<file path="config.mk">
export PLATFORM = sky130hd
export DESIGN_NAME = stream_demux6
export DESIGN_NICKNAME = d
export VERILOG_FILES = /design/src/rtl/stream_demux6.sv
export SDC_FILE = /design/constraint.sdc
export NUM_CORES = 1
export LEC_CHECK = 0
export CAP_MARGIN = 25
export CORE_ASPECT_RATIO = 0.75
export CORE_MARGIN = 2
export CORE_UTILIZATION = 53
export DETAILED_ROUTE_END_ITERATION = 12
export DONT_BUFFER_PORTS = 1
export GPL_TIMING_DRIVEN = 0
export PLACE_DENSITY = 0.8
export REMOVE_ABC_BUFFERS = 1
export SLEW_MARGIN = 20
export SYNTH_ARGS = -nofsm -noshare
export SYNTH_HDL_FRONTEND = slang
export SYNTH_SLANG_ARGS = --single-unit
</file>
<file path="constraint.sdc">
create_clock -name i_clk -period 2.1 [get_ports i_clk]
set_input_delay 0.21 -clock i_clk [delete_from_list [all_inputs] [get_ports i_clk]]
set_output_delay 0.21 -clock i_clk [all_outputs]
set_load 0.03 [all_outputs]
</file>
<file path="src/rtl/stream_demux6.sv">
// ----------------------------------------------------------------------------
// stream_demux6
//
// One-to-six stream distributor. A single producer offers one WIDTH-bit word
// per valid/ready handshake together with a 3-bit channel select. Selects
// 0..5 route the word into a one-entry registered buffer for that channel,
// each with its own valid/ready handshake towards an independent consumer.
// Selects 6 and 7 have no channel: the word is consumed, discarded and
// counted in a saturating drop counter.
//
// Ports
//   i_clk           system clock, rising edge
//   i_reset         synchronous, active-high reset
//   i_in_valid      producer offers a word on i_in_data / i_in_sel
//   o_in_ready      block accepts the offered word this cycle (combinational)
//   i_in_sel        destination channel 0..5, 6/7 = drop
//   i_in_data       word to route
//   o_out_valid     bit k: channel k buffer holds a word
//   i_out_ready     bit k: consumer k takes the word this cycle
//   o_out_data0..5  channel buffer contents
//   o_drop_count    number of dropped words, saturating
// ----------------------------------------------------------------------------
module stream_demux6 #(
    parameter int unsigned WIDTH  = 4,
    parameter int unsigned DROP_W = 8
) (
    input  logic              i_clk,
    input  logic              i_reset,
    input  logic              i_in_valid,
    output logic              o_in_ready,
    input  logic [2:0]        i_in_sel,
    input  logic [WIDTH-1:0]  i_in_data,
    output logic [5:0]        o_out_valid,
    input  logic [5:0]        i_out_ready,
    output logic [WIDTH-1:0]  o_out_data0,
    output logic [WIDTH-1:0]  o_out_data1,
    output logic [WIDTH-1:0]  o_out_data2,
    output logic [WIDTH-1:0]  o_out_data3,
    output logic [WIDTH-1:0]  o_out_data4,
    output logic [WIDTH-1:0]  o_out_data5,
    output logic [DROP_W-1:0] o_drop_count
);

    localparam int unsigned NumCh = 6;

    // Channel buffers and drop counter.
    logic [WIDTH-1:0]  r_data [NumCh];
    logic [NumCh-1:0]  r_valid;
    logic [DROP_W-1:0] r_drop_count;

    // Handshake decode.
    logic              w_in_ready;
    logic              w_in_fire;
    logic              w_drop;
    logic [NumCh-1:0]  w_load;
    logic [NumCh-1:0]  w_take;

    // ------------------------------------------------------------------------
    // Input-side ready. A channel can accept when its buffer is empty or is
    // being emptied this same cycle, which gives one word per cycle even to a
    // single channel. Drop selects always accept. i_in_valid is deliberately
    // not an input here so the producer sees ready without a loop through it.
    // ------------------------------------------------------------------------
    always_comb begin
        w_in_ready = 1'b1;
        case (i_in_sel)
            3'd0:    w_in_ready = ~r_valid[0] | i_out_ready[0];
            3'd1:    w_in_ready = ~r_valid[1] | i_out_ready[1];
            3'd2:    w_in_ready = ~r_valid[2] | i_out_ready[2];
            3'd3:    w_in_ready = ~r_valid[3] | i_out_ready[3];
            3'd4:    w_in_ready = ~r_valid[4] | i_out_ready[4];
            3'd5:    w_in_ready = ~r_valid[5] | i_out_ready[5];
            default: w_in_ready = 1'b1;
        endcase
    end

    assign w_in_fire = i_in_valid & w_in_ready;
    assign w_drop    = w_in_fire & i_in_sel[2] & i_in_sel[1];

    // Per-channel load/take strobes.
    always_comb begin
        w_load = '0;
        w_take = '0;
        for (int k = 0; k < NumCh; k++) begin
            w_load[k] = w_in_fire & (i_in_sel == 3'(k));
            w_take[k] = r_valid[k] & i_out_ready[k];
        end
    end

    // ------------------------------------------------------------------------
    // Channel buffers. A load wins over a take so a same-cycle take+load keeps
    // valid high with the new word. Data is only written on load, so it stays
    // stable while the consumer stalls and holds its last value once taken.
    // ------------------------------------------------------------------------
    for (genvar g = 0; g < NumCh; g++) begin : g_ch
        always_ff @(posedge i_clk) begin
            if (i_reset) begin
                r_valid[g] <= 1'b0;
                r_data[g]  <= '0;
            end else if (w_load[g]) begin
                r_valid[g] <= 1'b1;
                r_data[g]  <= i_in_data;
            end else if (w_take[g]) begin
                r_valid[g] <= 1'b0;
            end
        end
    end

    // Saturating drop counter; it never wraps back to zero.
    always_ff @(posedge i_clk) begin
        if (i_reset) begin
            r_drop_count <= '0;
        end else if (w_drop && (r_drop_count != {DROP_W{1'b1}})) begin
            r_drop_count <= r_drop_count + 1'b1;
        end
    end

    // ------------------------------------------------------------------------
    // Outputs: everything except o_in_ready comes straight from registers.
    // ------------------------------------------------------------------------
    assign o_in_ready   = w_in_ready;
    assign o_out_valid  = r_valid;
    assign o_out_data0  = r_data[0];
    assign o_out_data1  = r_data[1];
    assign o_out_data2  = r_data[2];
    assign o_out_data3  = r_data[3];
    assign o_out_data4  = r_data[4];
    assign o_out_data5  = r_data[5];
    assign o_drop_count = r_drop_count;

endmodule

</file>
# Word-level counts from Yosys, hierarchy flattened
# Memory sizes are Yosys's and may differ from the RTL's.
# Index checks and enable logic that the tools add are counted.
[classes] add_sub_neg=1 eq_ne=6 mux=39 n_bitwise=33 n_reduce_logical=8
[ops] op="$mux W1" count=32
[ops] op="$mux W4" count=6
[ops] op="$and A1 B1 Y1" count=15
[ops] op="$or A1 B1 Y1" count=12
[ops] op="$reduce_bool A2 Y1" count=6
[ops] op="$add A8 B1 Y8 const B" count=1
[ops] op="$ne A8 B8 Y1 const B" count=1
[ops] op="$eq A3 B2 Y1 const B" count=2
[ops] op="$eq A3 B3 Y1 const B" count=2
[ops] op="$not A1 Y1" count=6
[ops] op="$pmux W1 S6" count=1
[ops] op="$eq A3 B1 Y1 const B" count=1
[ops] op="$logic_not A3 Y1" count=1
[ops] op="$logic_and A1 B1 Y1" count=1
[totals] ff_bits=14 ram_bits=24 inputBits=16 output_inout_bits=39 elab_cells=95 mem_count=1
[mem_list] name="r_data" depth=6 width=4 rd=6 rd_ports_with_merged_regs=0 wr=6 line_no="47" text="logic [WIDTH-1:0] r_data [NumCh];"

# Logic depth before layout (Yosys ltp)
# Gate-level depths: netlist of run 1.
[logic_depth] depth_word=9 depth_mapped=6 mapped_depth_nobuf=5

# Least setup slack after synthesis of run 1
# Ideal clock, no wire load.
[synth_path] path_type="reg2reg" start="reg r_valid[1] (netlist: o_out_valid[1])" end="mem r_data[1][0], enable pin" setup_ps=373 arrival_ps=1526 required_time_ps=1727 path_slack_ps=201 path_stages_with_launch=6 n_path_buf=1 period_less_slack_ps=1899 cell_sequence="dfxtp_1 -> nor2b_1 -> o31ai_1 -> o21bai_2 -> buf_4 -> o31ai_1"
[synth_lines] item="start, declared" line_no="48" text="logic [NumCh-1:0] r_valid;"
[synth_lines] item="start signal, assigned by index" line_no="98" text="r_valid[g] <= 1'b0;"
[synth_lines] item="start signal, assigned by index" line_no="101" text="r_valid[g] <= 1'b1;"
[synth_lines] item="start signal, assigned by index" line_no="104" text="r_valid[g] <= 1'b0;"
[synth_lines] item="end, declared" line_no="47"

# Worst setup path after layout of run 1
[layout_path] start="reg r_valid[0] (netlist: o_out_valid[0])" end="out o_in_ready"
[layout_via] elab_chain_len=3
[layout_rtl] item="$not A1 Y1" line_no="67" text="3'd0: w_in_ready = ~r_valid[0] | i_out_ready[0];"
[layout_rtl] item="$or A1 B1 Y1" line_no="67"
[layout_rtl] item="$pmux W1 S6" line_no="66" text="case (i_in_sel)"
[layout_rtl] item="end, declared" line_no="30" text="output logic o_in_ready,"
# No other way between the ends.

==> results of run 1 <==
==> Yosys cell counts (all sizes together) (2+ instances only) <==
cell,n
inv,2
clkbuf,3
a211oi,7
and4,2
and3,3
nor2b,5
nand4,2
or2,2
nand2b,7
nand2,13
nor3,4
o21ai,5
xor2,3
and2,2
o31ai,2
edfxtp,24
o2bb2ai,2
nor4,4
nand3,5
nor2,18
buf,4
o211ai,2
a21oi,4
dfxtp,14
==> registers in the layout (all words and copies together), names as in the netlist <==
signal        flops
r_data           24
o_drop_count      8
o_out_valid       6
==> how the worst max path moves through the flow <==
| stage | start | end | cells past startpoint |
|---|---|---|---|
| floorplan | o_out_valid[1] | r_data[1][0] | 4 |
| global placement | o_out_valid[5] | o_in_ready | 4 |
| detailed placement | o_out_valid[3] | r_data[5][3] | 4 |
| CTS | o_out_valid[4] | o_in_ready | 4 |
| global route | o_out_valid[0] | o_in_ready | 4 |
| finish | o_out_valid[0] | o_in_ready | 4 |
==> power by group <==
part           switching (mW)  internal, mW  leakage, nW
sequential             0.0859         0.830        0.344
clock                   0.247         0.350       0.0528
combinational          0.0684        0.0349        0.243
==> layout make-up <==
| cell class | instances | area share [%] |
|---|---|---|
| Inverter | 2 | 0.395 |
| Sequential cell | 38 | 52.7 |
| Tap cell | 38 | 2.50 |
| Multi-Input combinational cell | 107 | 37.1 |
| Timing Repair Buffer | 4 | 1.71 |
| Clock inverter | 2 | 1.78 |
| Clock buffer | 6 | 3.82 |
==> through the flow <==
stage	util, %	std cells	power, mW
after global routing	63.0	197	1.67
final	63.0	197	1.62
after global placement	57.2	184	1.01
after CTS	62.1	194	1.62
after floorplan	-	146	0.989
after detailed placement	57.2	184	1.01
==> what timing repair did <==
| item | 4_1_cts | 5_1_grt |
|---|---|---|
| pin swaps | 1 | 1 |
| endpoints found under the setup margin | 10 | 1 |
| hold endpoints to repair | 11 | 0 |
| hold buffers | 1 | 0 |
| gates cloned | 1 | 0 |
| gates resized for setup | 4 | 2 |
| setup buffers | 0 | 3 |
==> per-layer routing <==
metal	wire, um	up-vias
li1	-	579
met1	1670	575
met2	1740	56
met3	340	4
met4	34	0
met5	0	-
==> worst max-delay path: stages (launching register included) <==
cell and delay, ns:
dfxtp_1 0.52, nand2b_1 0.14, a221oi_2 0.39, o21bai_4 0.27
nand2_2 0.20
==> logic make-up after synthesis <==
logic type | after synthesis | synth area share [%]
buf+inv | 9 | 3.26
mux | 1 | 0.579
flops | 38 | 57.9
xor+xnor | 4 | 2.03
compound gates | 29 | 12.9
fa+ha+maj | 1 | 0.724
simple gates | 71 | 22.6
==> results.yml, run 1 <==
layout:
  diodes: 0
  register_area_mm2: 0.00100
  n_fill_cell: 244
  finalInstanceArea_mm2: 0.00190
  final_common_cell: "edfxtp_1"
  multiInputGateArea_um2: 706
  drive_above_1_share_pct: 16.4
  areaGrowthSynthToFinish_pct: 10.1
  layout_common_cells: "edfxtp_1, nor2_1, dfxtp_1, nand2_1, a211oi_1"
  final_nets: 175
status:
  status: "finished clean"
floorplan:
  fp.dieW_um: 69.9
  fp.coreArea_mm2: 0.00302
  rows: 17
  fp.dieH_um: 53.5
  start_util_pct: 57.2
  ios: 55
  dieArea_mm2: 0.00374
synthesis:
  yosys-top-cells-area: "edfxtp_1, dfxtp_1, nor2_1"
  synth_edf_count: 24
  synth_seq_cells: 38
  yosys.area.top_type: "edfxtp_1"
  synth_area_mm2: 0.00173
  synth_top_area_share_pct: 41.7
  yosysSeqAreaShare_pct: 57.9
  synth_cell_types: 47
  async_flop_share_pct: 0
  ys_warn_count: 0
  synth_ff_type: "edfxtp_1"
  netlist_instances: 153
  synth.avg_cell_area_um2: 11.3
timing:
  worst_slack_ns: 0.0757
  finalCriticalPeriod_ns: 2.02
  skew_ns: 0.00974
  setup_tns_ns: 0
  fin_crit_sh_pct: 96.4
  hold_viol_final: 0
  worst_hold_slack_ns: 0.0936
  report.final.slew_viol_count: 0
  grt_setup_unrepaired: "no"
  worst_slew_pin_slew_ns: 0.611
  slew_headroom_pct: 58.8
  fmax_ghz: 0.494
  final-setup-viol-count: 0
job:
  cap_violations: 0
detailed_routing:
  dr.first_iter.drc_count: 125
  ant_nets: 0
  num_vias: 1214
  remaining_drc_errors: 0
  via_per_inst: 6.16
  routedWlPerCell_um: 19.2
  dr.pass1.iters: 4
  routed_wl_um: 3790
critical_path:
  r2r_end: "r_data[1][3]"
  start_kind: "flop"
  cp_max_fo: 9
  rrSetupSlack_ns: 0.18
  setup.worst_path.end_class: "primary output"
  path_class: "reg -> out"
  r2r_start: "o_out_valid[1]"
  cp_data_arrival_time_ns: 1.81
  cp.required_ns: 1.89
  reg2reg_depth: 4
cts:
  cts_sinks: 38
  cts-root-buf: "clkbuf_8"
  cts_tree: "built"
  clk_pin_slew_ns: 0.08
  cts_max_level: 2
  cts.path.max_buffers: 2
  worstSkewPairLatency_ns: 0.30
  cts_inserted_buffers: 5
hold_path:
  min_path_type: "in -> reg"
  whs_endpoint: "r_data[1][2]"
  hold_depth: 1
  min_from: "i_in_sel[1]"
power:
  power.density_mw_per_mm2: 850
  leakagePower_nw: 0.640
  peakVddDrop_mv: 0.561
placement:
  post_dp_cell_area_mm2: 0.00173
  portBuffers: 0
  gp_congestion: 0.894
  dp.final_hpwl_um: 2630
  place_ws_ns: -0.121
global_routing:
  met1_usage_pct: 28.4
  grt_first_pass_wirelength_um: 6220
  grt_max_degree: 19
  top_usage_layer: "met2"
  grt-ovfl-total: 0
  track_usage_pct: 22.7
  use_met2_pct: 35.9
  antenna_found_initial: 0
  use_met3_pct: 10.1
  grt_pass1_vias: 1179
No activity file was read; power rests on OpenSTA's default activity.
==> inputs of run 2 (changes only) <==
Settings changed: CELL_PAD_IN_SITES_DETAIL_PLACEMENT set to 0, CELL_PAD_IN_SITES_GLOBAL_PLACEMENT set to 1, CORE_UTILIZATION 53 to 51, PLACE_DENSITY 0.8 to 0.94, SLEW_MARGIN 20 to 5.
Clock period 2.1 ns to 2.5 ns, I/O delays scaled along.
==> results.yml, run 2 (synthesis gave the netlist of run 1 again) <==
status:
  status: "finished clean"
cts:
  cts_max_level: 2
  cts_sinks: 38
  cts-hold-fix-buffers: 0
  postCtsSetupBuffers: 0
  cts-root-buf: "clkbuf_8"
  cts_tree: "built"
  cts_resized: 1
  worstSkewPairLatency_ns: 0.28
  clk_pin_slew_ns: 0.07
  cts.path.max_buffers: 2
  cts_inserted_buffers: 5
global_routing:
  grt_first_pass_wirelength_um: 5260
  grt_pass1_vias: 1096
  antenna_found_initial: 0
  grt-ovfl-total: 0
  grt_max_degree: 24
  track_usage_pct: 18.2
critical_path:
  cp_slowest_stage_delay_ns: 0.51
  reg2reg_depth: 4
  critical_path.startpoint: "o_out_valid[5]"
  cp_top_family: "simple AND/OR/NAND/NOR gates"
  path_class: "reg -> out"
  r2r_end: "r_data[1][2]"
  worst-path-buf-inv: 0
  cp_data_arrival_time_ns: 2.04
  rrSetupSlack_ns: 0.36
  start_kind: "flop"
  path_depth: 4
  setup.worst_path.end_class: "primary output"
  r2r_start: "o_out_valid[1]"
  crit_path_end: "o_in_ready"
  cp.required_ns: 2.25
  path_cells: "nor2b_1 > o22ai_2 > o21bai_4 > nand2_1"
  cp_max_fo: 23
  crit_slowest_cell: "dfxtp_1"
detailed_routing:
  ant_nets: 0
  num_vias: 1191
  remaining_drc_errors: 0
  via_per_inst: 6.17
  routed_wl_um: 3370
  dr.pass1.iters: 4
  routedWlPerCell_um: 17.4
  dr.first_iter.drc_count: 50
layout:
  multiInputGateArea_um2: 678
  register_area_mm2: 0.00100
  areaGrowthSynthToFinish_pct: 6.44
  top_register: "r_data"
  final_nets: 170
  layout_common_cells: "edfxtp_1, nor2_1, dfxtp_1, nand2_1, a211oi_1"
  drive_above_1_share_pct: 11.1
  utilization_pct: 56.3
  diodes: 0
  largest_reg_flops: 24
  final_common_cell: "edfxtp_1"
  n_fill_cell: 277
floorplan:
  start_util_pct: 52.9
  rows: 18
  fp.dieW_um: 71.2
  fp.dieH_um: 54.4
  fp.coreArea_mm2: 0.00327
  dieArea_mm2: 0.00387
  ios: 55
timing:
  hold_viol_final: 0
  fin_crit_sh_pct: 91.6
  final-setup-viol-count: 0
  fmax_ghz: 0.437
  slew_headroom_pct: 59.4
  worst_slew_pin_slew_ns: 0.603
  setup_tns_ns: 0
  grt_setup_unrepaired: "no"
  skew_ns: 0.00778
  report.final.slew_viol_count: 0
  finalCriticalPeriod_ns: 2.29
  worst_slack_ns: 0.210
placement:
  portBuffers: 0
  place_ws_ns: 0.206
  dp.final_hpwl_um: 2480
  gp_congestion: 0.822
job:
  cap_violations: 0
hold_path:
  min_path_type: "in -> reg"
power:
  power.density_mw_per_mm2: 720
  peakVddDrop_mv: 0.401
  leakagePower_nw: 0.610
  clkPwrFrac_pct: 36.8
  switchingPower_mw: 0.319
  swShare_pct: 24.1
  p_int_mw: 1.01
  power_frac_seq_pct: 57.9
  p_comb_share_pct: 5.2
## run 2: cell types whose count changed in the layout (fill, tap and decap cells not counted), sizes merged
| cell | change |
|---|---|
| buf | -3 |
| clkbuf | -1 |
| dlygate4sd3 | -1 |
| o21bai | -1 |
## run 2: per-layer routing
layer | vias up | track usage (%) | wire length [um]
met5 | - | 0 | 0
met4 | 0 | 4.72 | 31
met3 | 5 | 6.63 | 258
met2 | 53 | 29.2 | 1530
met1 | 567 | 23.7 | 1550
li1 | 566 | - | -
## run 2: stage by stage
stage          hold WS [ns]  power, mW  area, um^2  std cells
2_1_floorplan         0.319      0.831        1680        146
3_5_place_dp          0.322      0.849        1730        186
6_report             0.0315       1.32        1840        193
3_3_place_gp          0.321      0.845        1730        186
4_1_cts              0.0259       1.33        1840        193
5_1_grt              0.0170       1.37        1840        193
## run 2: final cells by class
class	count	area share (%)
Clock inverter	2	1.84
Multi-Input combinational cell	106	36.9
Clock buffer	5	3.74
Inverter	2	0.408
Sequential cell	38	54.4
Tap cell	40	2.72
## run 2: worst min-delay path by stage
stage                  from              end  cells past startpoint
finish              i_reset   o_out_valid[2]                      1
global route        i_reset  o_drop_count[5]                      1
CTS                 i_reset   o_out_valid[2]                      1
detailed placement  i_reset   o_out_valid[4]                      1
global placement    i_reset  o_drop_count[5]                      1
floorplan           i_reset  o_drop_count[5]                      1
## run 2: power by group through the flow
| stage | logic [mW] | clock network [mW] | registers, mW |
|---|---|---|---|
| 6_report | 0.0694 | 0.488 | 0.767 |
| 3_5_place_dp | 0.0666 | 0 | 0.782 |
| 4_1_cts | 0.0690 | 0.492 | 0.768 |
| 5_1_grt | 0.0763 | 0.526 | 0.770 |
| 2_1_floorplan | 0.0533 | 0 | 0.778 |
| 3_3_place_gp | 0.0638 | 0 | 0.782 |
